<file path="src/rtl/axis_fwd_pkg.sv">
// Shared constants, state encoding and lane helpers for the forward-core
// parameter transmitter.
package axis_fwd_pkg;

  localparam int LANE_W              = 16;
  localparam int LANES               = 4;
  localparam int BEAT_W              = LANE_W * LANES;
  localparam int KEEP_W              = BEAT_W / 8;
  localparam int DEFAULT_FRAME_WORDS = 76;

  typedef enum logic [0:0] {
    FILL = 1'b0,
    HOLD = 1'b1
  } tx_state_e;

  // Low bit of the slice occupied by a lane inside a beat.
  function automatic int lane_lo(input logic [1:0] lane);
    return int'(lane) * LANE_W;
  endfunction

  // Byte enables covering lanes 0..last_lane.
  function automatic logic [KEEP_W-1:0] lane_keep(input logic [1:0] last_lane);
    logic [KEEP_W-1:0] k;
    k = '0;
    for (int i = 0; i < LANES; i++)
      if (i <= int'(last_lane)) k[i*(LANE_W/8) +: (LANE_W/8)] = '1;
    return k;
  endfunction

endpackage

</file>
<file path="src/rtl/axis_param_tx_if.sv">
// Word-stream input and packed AXIS output of the parameter transmitter.
// master: the transmitter side. slave: the source/sink side (bench, neighbours).
// m_axis_tkeep exists only when AXIS_PARAM_TX_TKEEP_EN is defined.
interface axis_param_tx_if;

  logic [axis_fwd_pkg::LANE_W-1:0] s_word_tdata;
  logic                            s_word_tvalid;
  logic                            s_word_tready;
  logic [axis_fwd_pkg::BEAT_W-1:0] m_axis_tdata;
  logic                            m_axis_tvalid;
  logic                            m_axis_tready;
  logic                            m_axis_tlast;
`ifdef AXIS_PARAM_TX_TKEEP_EN
  logic [axis_fwd_pkg::KEEP_W-1:0] m_axis_tkeep;
`endif

  modport master (
`ifdef AXIS_PARAM_TX_TKEEP_EN
    output m_axis_tkeep,
`endif
    input  s_word_tdata, s_word_tvalid, m_axis_tready,
    output s_word_tready, m_axis_tdata, m_axis_tvalid, m_axis_tlast
  );

  modport slave (
`ifdef AXIS_PARAM_TX_TKEEP_EN
    input  m_axis_tkeep,
`endif
    output s_word_tdata, s_word_tvalid, m_axis_tready,
    input  s_word_tready, m_axis_tdata, m_axis_tvalid, m_axis_tlast
  );

endinterface

</file>
<file path="src/rtl/axis_param_tx_out_reg.sv">
// axis_out_reg: one-entry AXIS holding register. A load may land in the same
// cycle the current beat drains, so a new beat follows with no bubble.
// Keep bits are carried only when AXIS_PARAM_TX_TKEEP_EN is defined.
module axis_out_reg
  import axis_fwd_pkg::*;
(
  input  logic              aclk,
  input  logic              aresetn,
  input  logic              i_load,
  input  logic [BEAT_W-1:0] i_data,
  input  logic              i_last,
`ifdef AXIS_PARAM_TX_TKEEP_EN
  input  logic [KEEP_W-1:0] i_keep,
  output logic [KEEP_W-1:0] o_keep,
`endif
  input  logic              i_tready,
  output logic              o_valid,
  output logic [BEAT_W-1:0] o_data,
  output logic              o_last,
  output logic              o_free
);

  logic              r_valid;
  logic [BEAT_W-1:0] r_data;
  logic              r_last;
`ifdef AXIS_PARAM_TX_TKEEP_EN
  logic [KEEP_W-1:0] r_keep;
`endif

  // Empty now, or the current beat handshakes this cycle.
  assign o_free = !r_valid || i_tready;

  // Load has priority over drain; payload only changes on a load, which the
  // caller only issues when o_free, so the payload stays stable under stall.
  always_ff @(posedge aclk) begin
    if (!aresetn) begin
      r_valid <= 1'b0;
      r_data  <= '0;
      r_last  <= 1'b0;
`ifdef AXIS_PARAM_TX_TKEEP_EN
      r_keep  <= '0;
`endif
    end else if (i_load) begin
      r_valid <= 1'b1;
      r_data  <= i_data;
      r_last  <= i_last;
`ifdef AXIS_PARAM_TX_TKEEP_EN
      r_keep  <= i_keep;
`endif
    end else if (i_tready) begin
      r_valid <= 1'b0;
    end
  end

  assign o_valid = r_valid;
  assign o_data  = r_data;
  assign o_last  = r_last;
`ifdef AXIS_PARAM_TX_TKEEP_EN
  assign o_keep  = r_keep;
`endif

endmodule

</file>
<file path="src/rtl/axis_param_tx.sv">
// axis_param_tx: packs 16-bit Q8.8 words four to a 64-bit AXIS beat, first
// word in the low lane, tlast on the beat holding the frame's last word.
// Optional tkeep output: define AXIS_PARAM_TX_TKEEP_EN.
module axis_param_tx
  import axis_fwd_pkg::*;
#(
  parameter int FRAME_WORDS = DEFAULT_FRAME_WORDS
) (
  input  logic            aclk,
  input  logic            aresetn,
  axis_param_tx_if.master bus,
  output logic            frame_done
);

  localparam logic [0:0]  S_FILL   = FILL;
  localparam logic [0:0]  S_HOLD   = HOLD;
  localparam logic [15:0] LAST_CNT = 16'(FRAME_WORDS - 1);

  logic [0:0]        r_state;
  logic [1:0]        r_lane_idx;
  logic [15:0]       r_word_cnt;
  logic [BEAT_W-1:0] r_asm;
  logic              r_asm_last;
  logic              r_frame_done;

  logic              w_srdy;
  logic              w_take;
  logic              w_last_word;
  logic              w_complete;
  logic [BEAT_W-1:0] w_beat;
  logic              w_out_free;
  logic              w_load;
  logic [BEAT_W-1:0] w_ld_data;
  logic              w_ld_last;
  logic              w_out_valid;
  logic [BEAT_W-1:0] w_out_data;
  logic              w_out_last;
`ifdef AXIS_PARAM_TX_TKEEP_EN
  logic [KEEP_W-1:0] r_asm_keep;
  logic [KEEP_W-1:0] w_ld_keep;
  logic [KEEP_W-1:0] w_out_keep;
`endif

  // Gated by aresetn so tready reads 0 for the whole reset window.
  assign w_srdy      = aresetn && (r_state == S_FILL);
  assign w_take      = bus.s_word_tvalid && w_srdy;
  assign w_last_word = (r_word_cnt == LAST_CNT);
  assign w_complete  = w_take && ((r_lane_idx == 2'd3) || w_last_word);

  // Assembly register with the incoming word merged in; lanes above the
  // current one are still zero because the register clears after each beat.
  always_comb begin
    w_beat = r_asm;
    w_beat[lane_lo(r_lane_idx) +: LANE_W] = bus.s_word_tdata;
  end

  // From HOLD the parked beat goes out; from FILL the freshly completed one.
  assign w_load    = w_out_free && ((r_state == S_HOLD) || w_complete);
  assign w_ld_data = (r_state == S_HOLD) ? r_asm      : w_beat;
  assign w_ld_last = (r_state == S_HOLD) ? r_asm_last : w_last_word;
`ifdef AXIS_PARAM_TX_TKEEP_EN
  assign w_ld_keep = (r_state == S_HOLD) ? r_asm_keep : lane_keep(r_lane_idx);
`endif

  // Lane and frame counters advance on every accepted word.
  always_ff @(posedge aclk) begin
    if (!aresetn) begin
      r_lane_idx <= 2'd0;
      r_word_cnt <= 16'd0;
    end else if (w_take) begin
      r_lane_idx <= w_complete  ? 2'd0  : r_lane_idx + 2'd1;
      r_word_cnt <= w_last_word ? 16'd0 : r_word_cnt + 16'd1;
    end
  end

  // FSM plus assembly register: a completed beat that cannot leave is parked
  // in the assembly register and input stalls until the output frees.
  always_ff @(posedge aclk) begin
    if (!aresetn) begin
      r_state    <= S_FILL;
      r_asm      <= '0;
      r_asm_last <= 1'b0;
`ifdef AXIS_PARAM_TX_TKEEP_EN
      r_asm_keep <= '0;
`endif
    end else if (r_state == S_HOLD) begin
      if (w_out_free) begin
        r_state <= S_FILL;
        r_asm   <= '0;
      end
    end else if (w_take) begin
      if (w_complete && !w_out_free) begin
        r_state    <= S_HOLD;
        r_asm      <= w_beat;
        r_asm_last <= w_last_word;
`ifdef AXIS_PARAM_TX_TKEEP_EN
        r_asm_keep <= lane_keep(r_lane_idx);
`endif
      end else if (w_complete) begin
        r_asm <= '0;
      end else begin
        r_asm <= w_beat;
      end
    end
  end

  // One-cycle pulse following the tlast handshake.
  always_ff @(posedge aclk) begin
    if (!aresetn) r_frame_done <= 1'b0;
    else          r_frame_done <= w_out_valid && bus.m_axis_tready && w_out_last;
  end

  axis_out_reg u_out (
    .aclk     (aclk),
    .aresetn  (aresetn),
    .i_load   (w_load),
    .i_data   (w_ld_data),
    .i_last   (w_ld_last),
`ifdef AXIS_PARAM_TX_TKEEP_EN
    .i_keep   (w_ld_keep),
    .o_keep   (w_out_keep),
`endif
    .i_tready (bus.m_axis_tready),
    .o_valid  (w_out_valid),
    .o_data   (w_out_data),
    .o_last   (w_out_last),
    .o_free   (w_out_free)
  );

  assign bus.s_word_tready = w_srdy;
  assign bus.m_axis_tvalid = w_out_valid;
  assign bus.m_axis_tdata  = w_out_data;
  assign bus.m_axis_tlast  = w_out_last;
`ifdef AXIS_PARAM_TX_TKEEP_EN
  assign bus.m_axis_tkeep  = w_out_keep;
`endif
  assign frame_done        = r_frame_done;

endmodule
</file>
<file path="src/flat_wrapper.sv">
// flat-port wrapper written by rule: the top's interface ports become plain ports
module axis_param_tx_flat import axis_fwd_pkg::*;
#(
  parameter int FRAME_WORDS = DEFAULT_FRAME_WORDS
)
  (aclk, aresetn, frame_done, bus_s_word_tdata, bus_s_word_tvalid, bus_m_axis_tready, bus_s_word_tready, bus_m_axis_tdata, bus_m_axis_tvalid, bus_m_axis_tlast);
  axis_param_tx_if bus_i ();
  input  logic aclk;
  input  logic aresetn;
  output logic frame_done;
  input wire logic [$bits(bus_i.s_word_tdata)-1:0] bus_s_word_tdata;
  input wire logic [$bits(bus_i.s_word_tvalid)-1:0] bus_s_word_tvalid;
  input wire logic [$bits(bus_i.m_axis_tready)-1:0] bus_m_axis_tready;
  output wire logic [$bits(bus_i.s_word_tready)-1:0] bus_s_word_tready;
  output wire logic [$bits(bus_i.m_axis_tdata)-1:0] bus_m_axis_tdata;
  output wire logic [$bits(bus_i.m_axis_tvalid)-1:0] bus_m_axis_tvalid;
  output wire logic [$bits(bus_i.m_axis_tlast)-1:0] bus_m_axis_tlast;
  assign bus_i.s_word_tdata = bus_s_word_tdata;
  assign bus_i.s_word_tvalid = bus_s_word_tvalid;
  assign bus_i.m_axis_tready = bus_m_axis_tready;
  assign bus_s_word_tready = bus_i.s_word_tready;
  assign bus_m_axis_tdata = bus_i.m_axis_tdata;
  assign bus_m_axis_tvalid = bus_i.m_axis_tvalid;
  assign bus_m_axis_tlast = bus_i.m_axis_tlast;
  axis_param_tx #(.FRAME_WORDS(FRAME_WORDS)) u_core (.aclk(aclk), .aresetn(aresetn), .bus(bus_i), .frame_done(frame_done));
endmodule
</file>
<file path="config.mk">
export PLATFORM = sky130hd
export DESIGN_NAME = axis_param_tx_flat
export DESIGN_NICKNAME = d
export VERILOG_FILES = /design/src/rtl/axis_fwd_pkg.sv /design/src/rtl/axis_param_tx_if.sv /design/src/rtl/axis_param_tx_out_reg.sv /design/src/rtl/axis_param_tx.sv /design/src/flat_wrapper.sv
export SDC_FILE = /design/constraint.sdc
export NUM_CORES = 1
export LEC_CHECK = 0
export ABC_AREA = 1
export BUFFER_PORTS_ARGS = -buffer_cell sky130_fd_sc_hd__buf_4
export CORE_ASPECT_RATIO = 1.4
export CORE_MARGIN = 2
export CORE_UTILIZATION = 54
export CTS_CLUSTER_SIZE = 10
export DETAILED_ROUTE_END_ITERATION = 6
export PLACE_DENSITY = 0.74
export SETUP_SLACK_MARGIN = 0.02
export SYNTH_ARGS = -nofsm -noshare
export SYNTH_HDL_FRONTEND = slang
export SYNTH_HIERARCHICAL = 1
export SYNTH_SLANG_ARGS = --single-unit
</file>
<file path="constraint.sdc">
create_clock -name aclk -period 3.2 [get_ports aclk]
set_input_delay 0.16 -clock aclk [delete_from_list [all_inputs] [get_ports aclk]]
set_output_delay 0.16 -clock aclk [all_outputs]
set_load 0.05 [all_outputs]
</file>
# Word level (Yosys, flattened, before mapping)
# Index checks and enable logic that the tools add are counted.
# W data, S select, Z words.
[classes]
addsub = 3
n_eq_ne = 3
shifts = 2
mux = 16
bitwise = 1
n_reduce_logical = 16
[op_table]
columns = ["cell", "n"]
rows = [
  ["$mux W64", 6],
  ["$bwmux W64", 1],
  ["$shift A16 B33 Y64 const A", 1],
  ["$shiftx A16 B33 Y64", 1],
  ["$neg A6 Y33", 1],
  ["$add A16 B1 Y16 const B", 1],
  ["$eq A16 B7 Y1 const B", 1],
  ["$mux W16", 1],
  ["$logic_and A1 B1 Y1", 7],
  ["$mux W1", 7],
  ["$reduce_bool A2 Y1", 2],
  ["$logic_or A1 B1 Y1", 3],
  ["$reduce_and A3 Y1", 1],
  ["$add A2 B1 Y2 const B", 1],
  ["$eq A2 B2 Y1 const B", 1],
  ["$logic_not A1 Y1", 2],
  ["$mux W2", 1],
  ["$ne A2 B2 Y1 const B", 1],
  ["$reduce_and A2 Y1", 1],
  ["$not A1 Y1", 1],
]
[word_totals]
regBits = 151
in_bits = 20
output_inout_bits = 68
wordCells = 50

# Longest topological paths before layout
# Gate-level depths: netlist (run 1).
[logic_depth]
depth_word = 8
mapped_depth = 17

# Hierarchy
# The synthesis (run 1) kept the hierarchy.
[modules_own_cells]
columns = ["module", "instances", "cells_each", "area_each_um2", "seq_area_each_um2"]
rows = [
  ["axis_param_tx", 1, 851, 5322.6, 1701.6],
  ["axis_out_reg", 1, 287, 2318.5, 1321.3],
]

# Worst setup path after synthesis (run 1)
# No wires, ideal clock.
[synth_timing]
path_type = "register to register"
start = "reg u_core.r_lane_idx[0]"
end = "reg u_core.u_out.r_data[51], in the netlist u_core/u_out/o_data[51]"
arrival_ps = 1985
setup_slack_ps = 1150
path_stages_with_launch = 11
n_path_buf = 3
path_cell_list = "dfxtp_1 > buf_2 > buf_2 > inv_1 > ha_1 > nor3_1 > buf_2 > a22oi_1 > o21ai_0 > nor2_2 > nor2_1"
[synth_between]
word_cells_on_any_way = 10
cone_classes = "add/sub (1); eq/ne (1); shift (2); mux (2); reduce/logical (4)"
[synth_rtl]
columns = ["item", "line", "text"]
rows = [
  ["from (decl)", "axis_param_tx.sv:20", "logic [1:0] r_lane_idx;"],
  ["from (signal assigned)", "axis_param_tx.sv:71", "r_lane_idx <= w_complete ? 2'd0 : r_lane_idx + 2'd1;"],
  ["$neg A6 Y33 (*)", "axis_param_tx.sv:54", "w_beat[lane_lo(r_lane_idx) +: LANE_W] = bus.s_word_tdata;"],
  ["$shiftx A16 B33 Y64 or $shift A16 B33 Y64 (tied branches)", "axis_param_tx.sv:54", ""],
  ["$bwmux W64 (*)", "axis_param_tx.sv:54", ""],
  ["$mux W64 (*)", "axis_param_tx.sv:59", "assign w_ld_data = (r_state == S_HOLD) ? r_asm : w_beat;"],
  ["net u_core.w_ld_data[51]", "axis_param_tx.sv:33", "logic [BEAT_W-1:0] w_ld_data;"],
  ["to (signal assigned)", "axis_param_tx_out_reg.sv:45", "r_data <= i_data;"],
  ["to (decl)", "axis_param_tx_out_reg.sv:24", "logic [BEAT_W-1:0] r_data;"],
]
# Mark *: on every way through the listed nets, which the timed path passes. The rest lies on a longest branch.
# A chain may end at the register's enable or synchronous reset.

# Final worst setup path (run 1)
[layout_timing]
start = "reg u_core.r_lane_idx[1]"
end = "reg u_core.u_out.r_data[31], in the netlist u_core/u_out/o_data[31]"
# Same word-level chain as after synthesis.

==> results.toml, run 1 <==
[hold_path]
hold_path_class = "input port to flop"
min-delay-start = "aresetn"

[synthesis]
yosysTopAreaCell = "dfxtp_1"
synthTopCellsByArea = "dfxtp_1 (40%), nor2_1 (11%), o21ai_0 (10%)"
yosysWarnings = 6
synth_area_mm2 = 0.00764
yosysSeqAreaShare_pct = 39.6
syn_area_per_cell_um2 = 6.71
synth.top_cell.area_share_pct = 39.6
syn_nets = 1164
synth_ff_type = "dfxtp_1"
synth_edf_count = 0
syn-instance-count = 1138
synth_seq_cells = 151
async_reset_ff_share_pct = 0
synth_cell_types = 33

[critical_path]
crit_path_frequent_cell = "nor2_1"
critPathLaunchType = "flop"
critPathSlowestCell = "ha_1"
arrival_ps = 2870
critPathMaxFanout = 21
path_cells = "inv_1, ha_1, nand3_1, o22ai_1, nand2_1, o21ai_0, nor2_1, nor2_1"
cp-end-kind = "flop"
cp-startpoint = "u_core/r_lane_idx[1]"
crit_type = "flop to flop"
rr_startpoint = "u_core/r_lane_idx[1]"
cp_data_required_time_ps = 3550
slowest_delay_ps = 700

[clock_network]
clock_sink_count = 151
clock_path_buffers = 2
clk_latency_ps = 420
clk_pin_slew_ps = 60
cts_tree = "done"
cts_buffers = 17
htree_levels = 4
cts_setup_buffers = 0
root_buffer = "clkbuf_16"

[layout]
final_nets = 1200
mostFrequentLayoutCells = "nor2_1 (221), nand2_1 (202), o21ai_0 (160)"
area_growth_pct = 14.6
drive_above_1_share_pct = 14.5
insertedDiodeCount = 0
layout_commonest_cell = "nor2_1"
fin_cells = 1371
stdcell_area_mm2 = 0.00876

[sta]
setup-violations-final = 0
finalCritPeriodShare_pct = 78.7
maxSlewViolCount = 0
max_freq_mhz = 397
layout_min_cycle_time_ps = 2520
finClkSkew_ps = 8.06
fin_setup_tns_ps = 0
slew-limit-headroom_pct = 23.4
fin_hold_ws_ps = 75.2
worstMarginPinSlew_ps = 1150
finalHoldViolCount = 0
finalWorstSetupSlack_ps = 682
rsz0062_at_grt = "no"

[pwr]
power_density_mw_per_mm2 = 500
leakage_nw = 3.90
ir_drop_mv = 0.284

[drt]
vias = 7493
postRouteAntennaNets = 0
totalWireLength_um = 20300
wl_per_cell_um = 14.8
drt_iter0_drc = 490
drc_errors = 0
first_pass_iters = 5
routed_via_density = 5.47

[global_routing]
grt_max_degree = 133
grt-ovfl-total = 0
first_global_vias = 6814
track_usage_pct = 26.5
antenna_found_initial = 0
grt_pass1_wl_um = 32400

[die]
rows = 51
pin_count = 88
die_area_mm2 = 0.0151
fp.dieH_um = 145
die_w_um = 105
start_util_pct = 55.2
core_area_mm2 = 0.0138

[placement]
place_congestion = 0.906
place_hpwl_um = 13300
placed_area_mm2 = 0.00816
placed_cells = 1339
portBuffers = 87
place_ws_ps = 746

[outcome]
status = "complete, no violations"

[job]
drv_cap = 0
[critical path: cells and delay by family (launching register included)]
| kind | cells | cell delay (ps) |
|---|---|---|
| adder cells (fa/ha/maj) | 1 | 700 |
| AO/OA/AOI/OAI | 2 | 420 |
| buffers and inverters | 1 | 100 |
| AND/OR/NAND/NOR | 4 | 840 |
| flip-flops | 1 | 380 |
[metrics by stage]
step                power (W)  util (%)
finish                0.00438      63.3
global placement      0.00239      59.0
global route          0.00453      63.3
floorplan             0.00229         -
detailed placement    0.00240      59.0
CTS                   0.00440      63.3
[registers in the layout (all words and copies together), names as in the netlist]
| name | cells |
|---|---|
| u_core/r_asm | 64 |
| u_core/u_out/o_data | 64 |
| u_core/r_word_cnt | 16 |
| u_core/r_lane_idx | 2 |
| u_core/frame_done | 1 |
| u_core/r_asm_last | 1 |
| u_core/r_state | 1 |
| u_core/u_out/o_last | 1 |
| u_core/u_out/o_valid | 1 |
[synthesized netlist by cell type (all sizes together) (6+ instances only)]
cell type / count
nand3: 27
buf: 40
dfxtp: 151
nand2: 215
o22ai: 13
o21ai: 167
nand4: 17
nor2: 232
clkbuf: 44
ha: 6
a21o: 16
nor3: 12
inv: 72
a21oi: 109
a22oi: 12
[area by class of cell]
type | instances | area [µm²]
well taps | 185 | 231
clock buffers | 20 | 437
clock inverters | 11 | 149
fillers | 1295 | 5090
multi-input cells | 831 | 3880
repair buffers | 101 | 761
inverters | 72 | 275
flip-flops and latches | 151 | 3030
[cells by family (layout without fill, tap and decap cells)]
logic type	Yosys count	in the layout	share of synthesized area (%)
buf+inv	156	204	9.69
simple gates	505	505	27.0
flops	151	151	39.6
compound gates	319	319	22.6
xor+xnor	1	1	0.115
fa+ha+maj	6	6	0.982
[path summary, 6_finish.rpt]
| kind | endpoint | slack [ps] | depth (start not counted) |
|---|---|---|---|
| max | u_core/u_out/o_data[31] | 680 | 8 |
| max reg2reg | u_core/u_out/o_data[31] | 680 | 8 |
| min | u_core/r_asm[40] | 80 | 3 |
| min reg2reg | u_core/r_asm[31] | 460 | 2 |
[power breakdown]
group | leakage [nW] | internal [W] | switching [W]
Combinational | 2.40 | 0.000130 | 0.000284
Sequential | 1.22 | 0.00192 | 0.0000288
Clock | 0.277 | 0.00123 | 0.000790
Total | 3.90 | 0.00328 | 0.00110
[timing repair]
action                    4_1_cts  5_1_grt
hold buffers                    1        0
resized for setup               0        0
hold endpoints to repair        1        0
[routing by layer]
metal  GRT usage (%)  share of wire [%]
met1            30.7                 41
met2            47.4                 50
met3            5.73                5.6
met4            11.3                3.0
met5               0                  0
Power figures use the tool's default switching activity.
==> run 2, diff against run 1 <==
==> constraint.sdc (replaced) <==
create_clock -name aclk -period 2.6 [get_ports aclk]
set_input_delay 0.13 -clock aclk [delete_from_list [all_inputs] [get_ports aclk]]
set_output_delay 0.13 -clock aclk [all_outputs]
set_load 0.05 [all_outputs]
==> run 2 against run 1 <==
Effect of this change:
- routed wire length grew 3.2%
- critical path depth shrank 5
- die area is the same
- worst hold slack lost 9.9 ps
- count of clock-buffer cells in the layout shrank 1
- combinational power grew 25%
- largest power group unchanged
==> results.toml, run 2 (synthesis results as in run 1) <==
[outcome]
status = "complete, no violations"

[sta]
maxSlewViolCount = 0
setup-violations-final = 0
finalHoldViolCount = 0
max_freq_mhz = 458
finalCritPeriodShare_pct = 84.0
layout_min_cycle_time_ps = 2190
finClkSkew_ps = 10.7
fin_hold_ws_ps = 65.3
rsz0062_at_grt = "no"
fin_setup_tns_ps = 0
worstMarginPinSlew_ps = 1180
slew-limit-headroom_pct = 21.1

[placement]
portBuffers = 87
place_hpwl_um = 13400
place_congestion = 0.922
placed_area_mm2 = 0.00822

[critical_path]
cp-startpoint = "u_core/r_state"
crit_type = "flop to primary output"
critPathTopFamily = "buffers and inverters"
rr_startpoint = "u_core/r_lane_idx[0]"
path_buf_inv = 2
critPathSlowestCell = "buf_4"
arrival_ps = 2060
cp_data_required_time_ps = 2470
cp-end-kind = "primary output"
slowest_delay_ps = 840
critPathMaxFanout = 132
critPathLaunchType = "flop"
path_cells = "buf_4, nor2_1, buf_4"
crit_path_frequent_cell = "buf_4"
ff2ff_setup_slack_ps = 500

[hold_path]
min-delay-start = "aresetn"
hold_path_class = "input port to flop"

[layout]
area_growth_pct = 15.1
stdcell_area_mm2 = 0.00880
final_nets = 1207
layout_commonest_cell = "nor2_1"
mostFrequentLayoutCells = "nor2_1 (221), nand2_1 (202), o21ai_0 (160)"
multiInputGateArea_mm2 = 0.00388
drive_above_1_share_pct = 15.2
nFillCells = 1311
register_area_mm2 = 0.00303
insertedDiodeCount = 0

[die]
die_w_um = 105
pin_count = 88
rows = 51
die_area_mm2 = 0.0151
core_area_mm2 = 0.0138
fp.dieH_um = 145
start_util_pct = 55.2

[pwr]
leakage_nw = 3.94
ir_drop_mv = 0.373
power_density_mw_per_mm2 = 605

[clock_network]
clk_latency_ps = 420
cts-resized-gates = 0
postCtsHoldBufs = 1
clk_pin_slew_ps = 60
root_buffer = "clkbuf_16"
htree_levels = 4
clock_sink_count = 151
clock_path_buffers = 2
cts_buffers = 17
cts_tree = "done"
cts_setup_buffers = 0

[global_routing]
grt_pass1_wl_um = 33000
antenna_found_initial = 0
first_global_vias = 6943
grt_max_degree = 133
track_usage_pct = 27.1
grt-ovfl-total = 0

[drt]
totalWireLength_um = 20900
routed_via_density = 5.54
wl_per_cell_um = 15.2
vias = 7641
postRouteAntennaNets = 0
drc_errors = 0
first_pass_iters = 6
drt_iter0_drc = 513

[job]
drv_cap = 0
[run 2: metal layers]
metal  track usage, %  share of wire, %
met1             32.7                41
met2             46.9                49
met3             5.24               5.9
met4             12.7               3.4
met5                0                 0
[run 2: tightest hold or removal path: stages]
cell,delay (ps)
buf_4,180
o21ai_0,90
a21oi_1,40
[run 2: final timing paths]
check	endpoint	cells past startpoint
max	bus_s_word_tready	3
min	u_core/r_asm[46]	3
max reg2reg	u_core/u_out/o_data[24]	9
min reg2reg	u_core/r_asm[25]	2
[run 2: final cells by class]
type,count,area share [%]
repair buffers,108,9.24
clock buffers,19,5.03
inverters,72,3.13
well taps,185,2.63
multi-input cells,831,44.1
clock inverters,12,1.45
flip-flops and latches,151,34.4
[run 2: metrics by stage]
stage               worst slack [ps]  utilization, %  std cells  power [W]
CTS                              406            63.5       1378    0.00534
finish                           415            63.5       1378    0.00532
global route                     276            63.5       1378    0.00550
floorplan                        550               -       1138    0.00282
global placement                 569            59.3       1346    0.00295
detailed placement               558            59.3       1346    0.00296
[run 2: where the power goes]
group          internal [W]  total [W]  switching (W)
combinational      0.000167   0.000517       0.000350
clock               0.00143    0.00241       0.000975
sequential          0.00236    0.00240      0.0000363
